### config.mk
export PLATFORM = sky130hd
export DESIGN_NAME = lb_byte_bridge
export DESIGN_NICKNAME = d
export VERILOG_FILES = /design/src/rtl/lb_byte_bridge.sv
export SDC_FILE = /design/constraint.sdc
export NUM_CORES = 1
export LEC_CHECK = 0
export ABC_AREA = 1
export CAP_MARGIN = 40
export CORE_MARGIN = 2
export CORE_UTILIZATION = 50
export DETAILED_ROUTE_END_ITERATION = 8
export PLACE_DENSITY = 0.85
export SKIP_CTS_REPAIR_TIMING = 1
export SLEW_MARGIN = 20
export SYNTH_ARGS = -nofsm -noshare
export SYNTH_HDL_FRONTEND = slang
export SYNTH_SLANG_ARGS = --single-unit
export TNS_END_PERCENT = 30
### constraint.sdc
create_clock -name clk_lb -period 2.5 [get_ports clk_lb]
set_clock_uncertainty 0.15 [all_clocks]
set_input_delay 0.625 -clock clk_lb [delete_from_list [all_inputs] [get_ports clk_lb]]
set_output_delay 0.625 -clock clk_lb [all_outputs]
set_load 0.01 [all_outputs]
### src/rtl/lb_byte_bridge.sv
// Byte-stream to LocalBus bridge: parses write/read/burst-read packets from the
// UART RX stream into single-cycle bus strobes and returns read data MSB-first on TX.
module lb_byte_bridge #(
  parameter logic [15:0] rd_timeout  = 16'd255,
  parameter logic [23:0] pkt_timeout = 24'd480000,
  parameter logic [31:0] rd_fill     = 32'hDEADBEEF
) (
  input  logic        clk_lb,
  input  logic        reset_n,
  input  logic [7:0]  rx_byte,
  input  logic        rx_valid,
  output logic [7:0]  tx_byte,
  output logic        tx_valid,
  input  logic        tx_ready,
  output logic        lb_wr,
  output logic        lb_rd,
  output logic [31:0] lb_addr,
  output logic [31:0] lb_wr_d,
  input  logic [31:0] lb_rd_d,
  input  logic        lb_rd_rdy,
  output logic        busy,
  output logic        err_pulse
);

  typedef enum logic [2:0] {
    S_IDLE, S_ADDR, S_DATA, S_CNT, S_WR, S_RD, S_RD_WAIT, S_TX
  } state_e;

  localparam logic [7:0] OP_WR    = 8'hA0;
  localparam logic [7:0] OP_RD    = 8'hA1;
  localparam logic [7:0] OP_BURST = 8'hA2;

  state_e      state_q, state_d;
  logic [1:0]  op_q, op_d;
  logic [1:0]  byte_cnt_q, byte_cnt_d;
  logic [31:0] addr_q, addr_d;
  logic [31:0] wr_data_q, wr_data_d;
  logic [8:0]  burst_q, burst_d;
  logic [15:0] wait_q, wait_d;
  logic [23:0] pkt_q, pkt_d;
  logic [31:0] shreg_q, shreg_d;
  logic        err_q, err_d;

  always_comb begin
    // NOTE: every variable gets its hold value first so no path can infer a latch.
    state_d    = state_q;
    op_d       = op_q;
    byte_cnt_d = byte_cnt_q;
    addr_d     = addr_q;
    wr_data_d  = wr_data_q;
    burst_d    = burst_q;
    wait_d     = wait_q;
    pkt_d      = pkt_q;
    shreg_d    = shreg_q;
    err_d      = 1'b0;

    unique case (state_q)
      S_IDLE: begin
        if (rx_valid && (rx_byte == OP_WR || rx_byte == OP_RD || rx_byte == OP_BURST)) begin
          op_d       = rx_byte[1:0];
          byte_cnt_d = 2'd0;
          pkt_d      = 24'd0;
          state_d    = S_ADDR;
        end
      end

      S_ADDR, S_DATA, S_CNT: begin
        if (rx_valid) begin
          pkt_d      = 24'd0;
          byte_cnt_d = byte_cnt_q + 2'd1;
          if (state_q == S_ADDR) begin
            addr_d = {addr_q[23:0], rx_byte};
            if (byte_cnt_q == 2'd3) begin
              unique case (op_q)
                2'd0:    state_d = S_DATA;
                2'd1:    begin burst_d = 9'd1; state_d = S_RD; end
                default: state_d = S_CNT;
              endcase
            end
          end else if (state_q == S_DATA) begin
            wr_data_d = {wr_data_q[23:0], rx_byte};
            if (byte_cnt_q == 2'd3) state_d = S_WR;
          end else begin
            // A zero count byte means a full 256-read burst.
            burst_d = (rx_byte == 8'd0) ? 9'd256 : {1'b0, rx_byte};
            state_d = S_RD;
          end
        end else if (pkt_q == pkt_timeout - 24'd1) begin
          err_d   = 1'b1;
          state_d = S_IDLE;
        end else begin
          pkt_d = pkt_q + 24'd1;
        end
      end

      S_WR: state_d = S_IDLE;

      S_RD: begin
        burst_d = burst_q - 9'd1;
        wait_d  = 16'd1;
        state_d = S_RD_WAIT;
      end

      S_RD_WAIT: begin
        byte_cnt_d = 2'd0;
        if (lb_rd_rdy) begin
          shreg_d = lb_rd_d;
          state_d = S_TX;
        end else if (wait_q == rd_timeout) begin
          shreg_d = rd_fill;
          err_d   = 1'b1;
          state_d = S_TX;
        end else begin
          wait_d = wait_q + 16'd1;
        end
      end

      S_TX: begin
        if (tx_ready) begin
          shreg_d    = {shreg_q[23:0], 8'h00};
          byte_cnt_d = byte_cnt_q + 2'd1;
          if (byte_cnt_q == 2'd3) state_d = (burst_q != 9'd0) ? S_RD : S_IDLE;
        end
      end

      default: state_d = S_IDLE;
    endcase

    // RX has no backpressure: bytes arriving while a bus transaction is in flight are lost.
    if (rx_valid && (state_q == S_WR || state_q == S_RD || state_q == S_RD_WAIT || state_q == S_TX))
      err_d = 1'b1;
  end

  always_ff @(posedge clk_lb) begin
    // NOTE: reset is synchronous, so it lives inside the clocked branch rather than the sensitivity list.
    if (!reset_n) begin
      state_q    <= S_IDLE;
      op_q       <= 2'd0;
      byte_cnt_q <= 2'd0;
      addr_q     <= 32'd0;
      wr_data_q  <= 32'd0;
      burst_q    <= 9'd0;
      wait_q     <= 16'd0;
      pkt_q      <= 24'd0;
      shreg_q    <= 32'd0;
      err_q      <= 1'b0;
    end else begin
      state_q    <= state_d;
      op_q       <= op_d;
      byte_cnt_q <= byte_cnt_d;
      addr_q     <= addr_d;
      wr_data_q  <= wr_data_d;
      burst_q    <= burst_d;
      wait_q     <= wait_d;
      pkt_q      <= pkt_d;
      shreg_q    <= shreg_d;
      err_q      <= err_d;
    end
  end

  assign lb_wr     = (state_q == S_WR);
  assign lb_rd     = (state_q == S_RD);
  assign busy      = (state_q != S_IDLE);
  assign tx_valid  = (state_q == S_TX);
  assign tx_byte   = tx_valid ? shreg_q[31:24] : 8'h00;
  assign lb_addr   = addr_q;
  assign lb_wr_d   = wr_data_q;
  assign err_pulse = err_q;

endmodule

==> results.yml, run 1 <==
worst_setup_path:
  worst_r2r_startpoint: "wait_q[1]"
  critPathCaptureType: "output port"
  rr_endpoint: "shreg_q[29]"
  cp.required_ns: 1.73
  path_max_fanout: 4
  crit_arrival_ns: 1.78
  start_kind: "register"
  r2r_slack_ns: 0.42
  ff2ff_path_depth: 9
  path_class: "reg -> out"
route:
  first_iter_violations: 536
  wl_per_cell_um: 13.91
  vias: 7490
  drc: 0
  ant_nets: 0
  vias_per_cell: 5.320
  routed_wirelength_mm: 19.58
  firstDrtPassIters: 5
sta:
  hold_ws_ns: 0.2985
  drv_slew: 0
  fin_ws_ns: -0.05096
  rsz0062_at_grt: "yes"
  period_minus_slack_ns: 2.551
  finalCritPeriodShare: 1.020
  hold_violations: 0
  max_slew_margin: 0.5880
  tightestPinTransition_ns: 0.6173
  fmax_mhz: 392.0
  setup_viol: 1
yosys:
  yosys_warnings: 0
  yosys-mux-area-fraction: 0
  syn_inst: 1090
  synth_edf_count: 0
  synth_top_family_by_area: "simple AND/OR/NAND/NOR gates"
  synth_cell_types: 41
  avgSynthCellArea_um2: 6.852
  synth-xor-area-share: 0.01055
  seq_area_frac_synth: 0.4101
  synth-compound-area-share: 0.1585
  synth_ff_type: "dfxtp_1"
  netlist_area_um2: 7468
  async_flop_share: 0
  synth-simple-area-share: 0.3320
  syn_nets: 1139
  synth_fa_ha_area_frac: 0.006701
  synth-seq-cells: 153
layout:
  layout.nets: 1260
  syn_to_final_growth_pct: 28.38
  mostFrequentLayoutCell: "nor2_1"
  n_fill_cell: 1194
  drive_above_1_share: 0.1029
  final_cell_mix: "nor2_1 (216), nand2_1 (205), dfxtp_1 (151), o21ai_0 (113), clkdlybuf4s50_1 (109)"
  diodes: 0
global_route:
  overflow: 0
  antenna_found_initial: 0
  grt_usage: 0.2477
  grt_pass1_wl_mm: 32.39
  grt_pass1_vias: 6807
  grt_max_degree: 71
run_status:
  status: "complete, but fails checks"
  violations: "setup timing"
floorplan:
  die_area_um2: 15930
  die-width_um: 126.2
  core_area_um2: 14590
  ios: 122
  rows: 44
  start_util: 0.5119
  die-height_um: 126.2
power_and_ir_drop:
  vdd.ir_drop.worst_mv: 0.5931
  leakagePower_nw: 3.858
  power_density_nw_per_um2: 845.1
clocking:
  clk_path_buf_depth: 2
  htreeDepth: 4
  cts_made_buffers: 17
  clock_sinks: 153
  clk_pin_slew_ns: 0.07
  cts_tree: "built"
  root_buffer: "clkbuf_16"
  clock_latency_ns: 0.43
min_path:
  min_to: "shreg_q[26]"
  whs_path_depth: 2
  hp-start: "shreg_q[26]"
  hp-class: "reg -> reg"
placement:
  gp_congestion: 0.9223
  hpwl_mm: 13.62
  io_buffer_count: 121
  place_worst_setup_slack_ns: 0.05274
job:
  drv_cap: 0
[metal layers]
metal / global-route usage / wire length (um)
met1: 0.3208 / 8618
met2: 0.4083 / 9338
met3: 0.04928 / 1177
met4: 0.09567 / 446
met5: 0 / 0
[state kept, by name, summed over array words and instances, names as in the netlist]
name / cells
op_q: 2
state_q: 3
lb_addr: 32
err_pulse: 1
byte_cnt_q: 2
wait_q: 16
burst_q: 9
lb_wr_d: 32
pkt_q: 24
shreg_q: 32
[critical path: stages (launching register included)]
cell and delay [ns]:
dfxtp_2 0.34, inv_2 0.14, nand2_4 0.08, nor2_1 0.20, clkdlybuf4s50_1 0.59
[Yosys cell counts (2+ instances only)]
cell type  instances  share of area
nand4_2            2         0.0034
buf_6              3         0.0045
nor3_1             5         0.0034
nand4_1           14          0.012
a22oi_1            3         0.0030
nand3_1           70          0.047
nor2_4             4         0.0060
o21ai_1            9         0.0060
nand2_1          205           0.10
nand2_2            7         0.0059
a31oi_1            2         0.0017
o21bai_1           5         0.0050
o22ai_1            3         0.0025
buf_4              6         0.0060
buf_1              3         0.0015
clkbuf_1          24          0.012
a21oi_2            7         0.0082
or2_2              3         0.0025
nand2_4            6         0.0090
dfxtp_1          153           0.41
ha_1               4         0.0067
inv_2             14         0.0070
xor2_1             9          0.011
o21ai_0          113          0.076
nand3_2           10          0.013
nor2_2             6         0.0050
nor4_1             2         0.0017
inv_1             84          0.042
nand3b_1           2         0.0020
nor2_8             2         0.0054
buf_2             10         0.0067
a21oi_1           76          0.051
nor2_1           216           0.11
[power by group]
part / switching [mW] / internal, mW
registers: 0.218 / 2.76
clock network: 1.09 / 1.70
logic: 1.34 / 0.993
[per-stage QoR]
step | util | area [um^2] | TNS (ns) | std cells | total power [mW]
after floorplan | - | 7468 | 0 | 1090 | 4.460
after global placement | 0.6114 | 8920 | 0 | 1376 | 5.255
after detailed placement | 0.6114 | 8920 | 0 | 1376 | 5.325
after CTS | 0.6550 | 9555 | -2.100 | 1408 | 8.119
after global routing | 0.6572 | 9588 | -0.1174 | 1408 | 8.537
final | 0.6572 | 9588 | -0.05096 | 1408 | 8.102
[cells by family after synthesis]
family,count (synthesis)
and+or+nand+nor,557
buffers and inverters,145
AOI/OAI and AO/OA,222
adders and majority gates,4
xor gates and xnor gates,9
DFF,153
[worst max path at each step]
stage	start	end	slack, ns	cells past startpoint
2_1_floorplan	state_q[0]	tx_byte[0]	0.57	6
4_1_cts	state_q[1]	lb_rd	-0.29	6
3_3_place_gp	rx_byte[3]	pkt_q[4]	0.12	9
6_report	state_q[1]	lb_wr	-0.05	4
5_1_grt	state_q[1]	lb_wr	-0.12	4
3_5_place_dp	rx_byte[3]	pkt_q[4]	0.05	9
[layout make-up]
type	instances	area [um^2]	area share
multi-input combinational	792	3792	0.3955
inverter	98	367.9	0.03837
sequential	153	3068	0.3200
tap	184	230.2	0.02401
clock inverter	14	206.4	0.02153
clock buffer	18	429.2	0.04476
timing repair buffer	149	1494	0.1558
Note: power is estimated with default switching activity, not from simulation.
==> run 2: changes to the inputs <==
- ABC_AREA: 1 -> not set
- PLACE_DENSITY: 0.85 -> 0.87
- SLEW_MARGIN: 20 -> not set
==> run 2 against run 1 <==
The run still ends with setup timing left; synthesized area down 9.0%; routed wire length up 2.1%; clock power down 9.0%; sequential power down 14%; synthesized cell count down 21%; utilization up 6.3 points.
==> results.yml, run 2 <==
sta:
  setup_viol: 30
  tightestPinTransition_ns: 0.5307
  max_slew_margin: 0.6371
  fmax_mhz: 365.2
  tns_ns: -5.006
  hold_violations: 0
  drv_slew: 0
  period_minus_slack_ns: 2.738
  rsz0062_at_grt: "yes"
  fin_ws_ns: -0.2385
  finalCritPeriodShare: 1.095
clocking:
  htreeDepth: 4
  clk_path_buf_depth: 2
  clock_latency_ns: 0.43
  root_buffer: "clkbuf_16"
  clock_sinks: 153
  cts_tree: "built"
  cts_made_buffers: 17
  clk_pin_slew_ns: 0.06
floorplan:
  die_area_um2: 14540
  rows: 42
  start_util: 0.5131
  ios: 122
  core_area_um2: 13240
  die-width_um: 120.6
  die-height_um: 120.6
yosys:
  synth-xor-area-share: 0.02707
  yosys_warnings: 0
  synth_top_family_by_area: "simple AND/OR/NAND/NOR gates"
  syn_nets: 912
  syn_inst: 863
  synth_fa_ha_area_frac: 0.007365
  yosys-mux-area-fraction: 0.004419
  synth-simple-area-share: 0.2670
  synth_ff_type: "dfxtp_1"
  async_flop_share: 0
  yosys-top-cells-count: "nand2_1 (211), dfxtp_1 (153), a21oi_1 (92)"
  netlist_area_um2: 6795
  synth_top_area_frac: 0.4507
  seq_area_frac_synth: 0.4507
  yosys.area.top_type: "dfxtp_1"
  post-synth-top-count-cell: "nand2_1"
  ys_top_cells_by_area: "dfxtp_1 (45%), nand2_1 (12%), a21oi_1 (6.8%)"
  synth_edf_count: 0
  synth-compound-area-share: 0.1946
  synth-seq-cells: 153
  avgSynthCellArea_um2: 7.874
  synth_cell_types: 61
layout:
  final_cell_mix: "nand2_1 (209), dfxtp_1 (149), clkdlybuf4s50_1 (107), a21oi_1 (87), buf_4 (79)"
  diodes: 0
  layout.nets: 1084
  n_fill_cell: 919
  drive_above_1_share: 0.1641
  post_layout_nonfiller_instances: 1224
  mostFrequentLayoutCell: "nand2_1"
  design_area_um2: 9535
  syn_to_final_growth_pct: 40.32
route:
  first_iter_violations: 789
  ant_nets: 0
  vias_per_cell: 5.731
  firstDrtPassIters: 7
  drc: 0
  vias: 7015
  routed_wirelength_mm: 19.98
  wl_per_cell_um: 16.33
placement:
  io_buffer_count: 121
  dp.cells: 1185
  hpwl_mm: 12.67
  place_worst_setup_slack_ns: -0.6492
  place_area_um2: 8671
  gp_congestion: 0.9275
min_path:
  whs_path_depth: 2
  hp-class: "reg -> reg"
  hp-start: "lb_addr[27]"
  min_to: "lb_addr[27]"
worst_setup_path:
  path_max_fanout: 8
  ff2ff_path_depth: 9
  critPathCaptureType: "register"
  crit_slowest_cell: "or4_1"
  max_stage_delay_ns: 0.54
  path_class: "reg -> reg"
  worst_r2r_startpoint: "pkt_q[10]"
  crit_arrival_ns: 2.94
  crit_chain: "or4_1 -> or4_4 -> or4_4 -> buf_6 -> o21ai_4 -> buf_12 -> buf_6 -> a21oi_2 -> a211oi_2"
  r2r_slack_ns: -0.24
  rr_endpoint: "pkt_q[16]"
  start_kind: "register"
  cp.required_ns: 2.70
power_and_ir_drop:
  vdd.ir_drop.worst_mv: 0.4978
  finalPower_mw: 6.490
  power_density_nw_per_um2: 680.6
  leakagePower_nw: 3.567
global_route:
  grt_usage: 0.2526
  grt_max_degree: 107
  overflow: 0
  grt_pass1_vias: 6119
  grt_pass1_wl_mm: 29.72
  antenna_found_initial: 0
run_status:
  violations: "setup timing"
  status: "complete, but fails checks"
job:
  drv_cap: 0
==> run 2: per-layer routing <==
| layer | global-route usage | part of all wire |
|---|---|---|
| met5 | 0 | 0 |
| met4 | 0.08430 | 0.022 |
| met3 | 0.05189 | 0.067 |
| met2 | 0.4163 | 0.50 |
| met1 | 0.3309 | 0.41 |
==> run 2: final cells by class <==
cell class,count,area [um^2],share of cell area
clock buffer,21,480.5,0.05039
timing repair buffer,213,2052,0.2152
inverter,11,46.29,0.004855
clock inverter,11,110.1,0.01155
tap,176,220.2,0.02309
sequential,153,3073,0.3223
multi-input combinational,639,3553,0.3727
==> run 2: report_power, final <==
part           internal, mW  switching [mW]  leakage, nW  total [mW]
Combinational         0.617           0.781         2.05        1.40
Clock                  1.49            1.06        0.283        2.54
Sequential             2.49          0.0593         1.23        2.55
Total                  4.59            1.90         3.57        6.49
==> run 2: how the worst max path moves through the flow <==
stage	depth (start not counted)	to	startpoint
after floorplan	9	pkt_q[16]	pkt_q[10]
after global placement	8	pkt_q[11]	rx_byte[2]
after detailed placement	8	pkt_q[11]	rx_byte[2]
after CTS	7	pkt_q[19]	pkt_q[10]
after global routing	9	pkt_q[16]	pkt_q[10]
final	9	pkt_q[16]	pkt_q[10]
==> run 2: critical path: cells and delay by family (launching register included) <==
| kind | cells | cell delay, ns |
|---|---|---|
| simple gates | 3 | 1.43 |
| compound gates | 3 | 0.37 |
| flops | 1 | 0.32 |
| buf+inv | 3 | 0.39 |
==> run 2: kinds of logic (layout without fill, tap and decap cells) <==
group                      Yosys count  count (layout)
DFF                                153             153
adders and majority gates            4               4
AOI/OAI and AO/OA                  212             212
xor gates and xnor gates            21              21
and+or+nand+nor                    399             399
buffers and inverters               71             256
muxes                                3               3
==> run 2: per-stage QoR <==
step	hold WS (ns)	util
global route	0.3247	0.7200
CTS	0.3049	0.6994
floorplan	0.2939	-
global placement	0.2911	0.6548
detailed placement	0.2961	0.6548
finish	0.3013	0.7200
==> run 3: changes to the inputs <==
- CAP_MARGIN: 40 -> 25
- CORE_MARGIN: 2 -> not set
- DONT_BUFFER_PORTS: not set -> 1
- PLACE_DENSITY: 0.87 -> 0.75
==> run 3 against run 2 <==
The flow still finishes with violations (setup timing); register-to-register slack improved by 0.17 ns; final area decreased by 18%; count of clock-buffer cells in the layout is 1 lower; utilization decreased by 13 points; global-route usage fell by 1.8 points; cell count decreased by 13%; combinational power down 35%; setup slack improved by 0.17 ns; non-clock buffer count decreased by 161; die area down 3.3%; flip-flop and latch count did not move; first-iteration DRC count shrank 37%; critical endpoint is now pkt_q[13]; largest power group is now clock.
==> results.yml, run 3 (same netlist as run 2, synthesis figures left out) <==
sta:
  period_minus_slack_ns: 2.573
  fin_ws_ns: -0.07307
  rsz0062_at_grt: "yes"
  drv_slew: 0
  fmax_mhz: 388.6
  tns_ns: -0.6067
  hold_violations: 0
  max_slew_margin: 0.5667
  tightestPinTransition_ns: 0.6500
  finalCritPeriodShare: 1.029
  setup_viol: 18
layout:
  layout.nets: 923
  drive_above_1_share: 0.1230
  syn_to_final_growth_pct: 15.28
  diodes: 0
  design_area_um2: 7834
  post_layout_nonfiller_instances: 1062
  final_cell_mix: "nand2_1 (211), dfxtp_1 (151), a21oi_1 (90), nor2_1 (70), buf_4 (47)"
  mostFrequentLayoutCell: "nand2_1"
placement:
  place_area_um2: 7164
  dp.cells: 1027
  io_buffer_count: 0
  gp_congestion: 0.8535
  hpwl_mm: 10.98
  place_worst_setup_slack_ns: -0.08710
worst_setup_path:
  crit_end: "pkt_q[13]"
  max_stage_delay_ns: 0.51
  worst_r2r_startpoint: "pkt_q[10]"
  path_buf_inv: 1
  crit_top_cell: "or4_4"
  cp_top_family: "simple AND/OR/NAND/NOR gates"
  path_class: "reg -> reg"
  critPathCaptureType: "register"
  cp.required_ns: 2.66
  crit_start: "pkt_q[10]"
  start_kind: "register"
  path_depth: 7
  crit_slowest_cell: "or4_4"
  ff2ff_path_depth: 7
  path_max_fanout: 12
  crit_arrival_ns: 2.74
  r2r_slack_ns: -0.07
  crit_chain: "or4_4 -> or4_4 -> or4_4 -> o211ai_1 -> buf_4 -> or3_1 -> a21oi_1"
  rr_endpoint: "pkt_q[13]"
route:
  firstDrtPassIters: 7
  ant_nets: 0
  routed_wirelength_mm: 16.46
  wl_per_cell_um: 15.50
  first_iter_violations: 499
  vias_per_cell: 5.737
  vias: 6093
  drc: 0
power_and_ir_drop:
  vdd.ir_drop.worst_mv: 0.5368
  power_density_nw_per_um2: 781.7
  leakagePower_nw: 2.681
  finalPower_mw: 6.124
global_route:
  grtUsageMet2: 0.3600
  met3_usage: 0.06853
  grt_max_degree: 108
  grt_busiest_layer: "met2"
  antenna_found_initial: 0
  grt_use_met1: 0.3054
  overflow: 0
  grt_usage: 0.2350
  grt_pass1_vias: 5555
  grt_pass1_wl_mm: 26.92
floorplan:
  core_area_um2: 13240
  die-width_um: 118.6
  rows: 42
  die_area_um2: 14060
  die-height_um: 118.6
  ios: 122
  start_util: 0.5131
clocking:
  cts_made_buffers: 17
  clk_pin_slew_ns: 0.06
  clk_path_buf_depth: 2
  htreeDepth: 4
  root_buffer: "clkbuf_16"
  clock_latency_ns: 0.43
  cts_tree: "built"
  clock_sinks: 153
run_status:
  status: "complete, but fails checks"
  violations: "setup timing"
job:
  drv_cap: 0
min_path:
  hp-class: "in -> reg"
[run 3: changes by cell type in the layout (fill, tap and decap cells not counted), sizes merged, moves of 2 or more]
cell and delta:
buf -39, bufinv +3, clkbuf -2, clkdlybuf4s50 -107, clkinv -2, dlymetal6s2s -14, inv -2
[run 3: through the flow]
stage                 util  hold slack (ns)
floorplan                -           0.2939
global placement    0.5399           0.3077
detailed placement  0.5410           0.3192
CTS                 0.5870           0.1636
global route        0.5916           0.1766
finish              0.5916           0.1822
[run 3: worst min-delay path by stage]
| stage | from | endpoint | slack, ns | depth (start not counted) |
|---|---|---|---|---|
| 5_1_grt | rx_byte[1] | lb_addr[1] | 0.18 | 2 |
| 6_report | rx_byte[6] | lb_wr_d[6] | 0.18 | 2 |
| 4_1_cts | rx_byte[6] | lb_wr_d[6] | 0.16 | 2 |
| 2_1_floorplan | shreg_q[4] | shreg_q[4] | 0.29 | 2 |
| 3_3_place_gp | shreg_q[4] | shreg_q[4] | 0.31 | 2 |
| 3_5_place_dp | shreg_q[23] | shreg_q[31] | 0.32 | 2 |
[run 3: layout make-up]
cell class | instances | area [um^2]
Fill cell | 1189 | 5409
Multi-Input combinational cell | 639 | 3453
Sequential cell | 153 | 3065
Timing Repair Buffer | 52 | 439.2
Clock buffer | 20 | 436.7
Tap cell | 176 | 220.2
Clock inverter | 11 | 172.7
Inverter | 11 | 46.29
[run 3: power breakdown]
group	switching [mW]	total, mW	internal (mW)
Combinational	0.597	0.906	0.309
Sequential	0.0629	2.55	2.49
Clock	1.00	2.67	1.67
Total	1.66	6.12	4.46
[run 3: layer usage]
layer  up-vias  routed length (um)
met1      2838                7414
met4         0                 259
met3        23                1208
met5         -                   0
met2       180                7580
li1       3052                   -
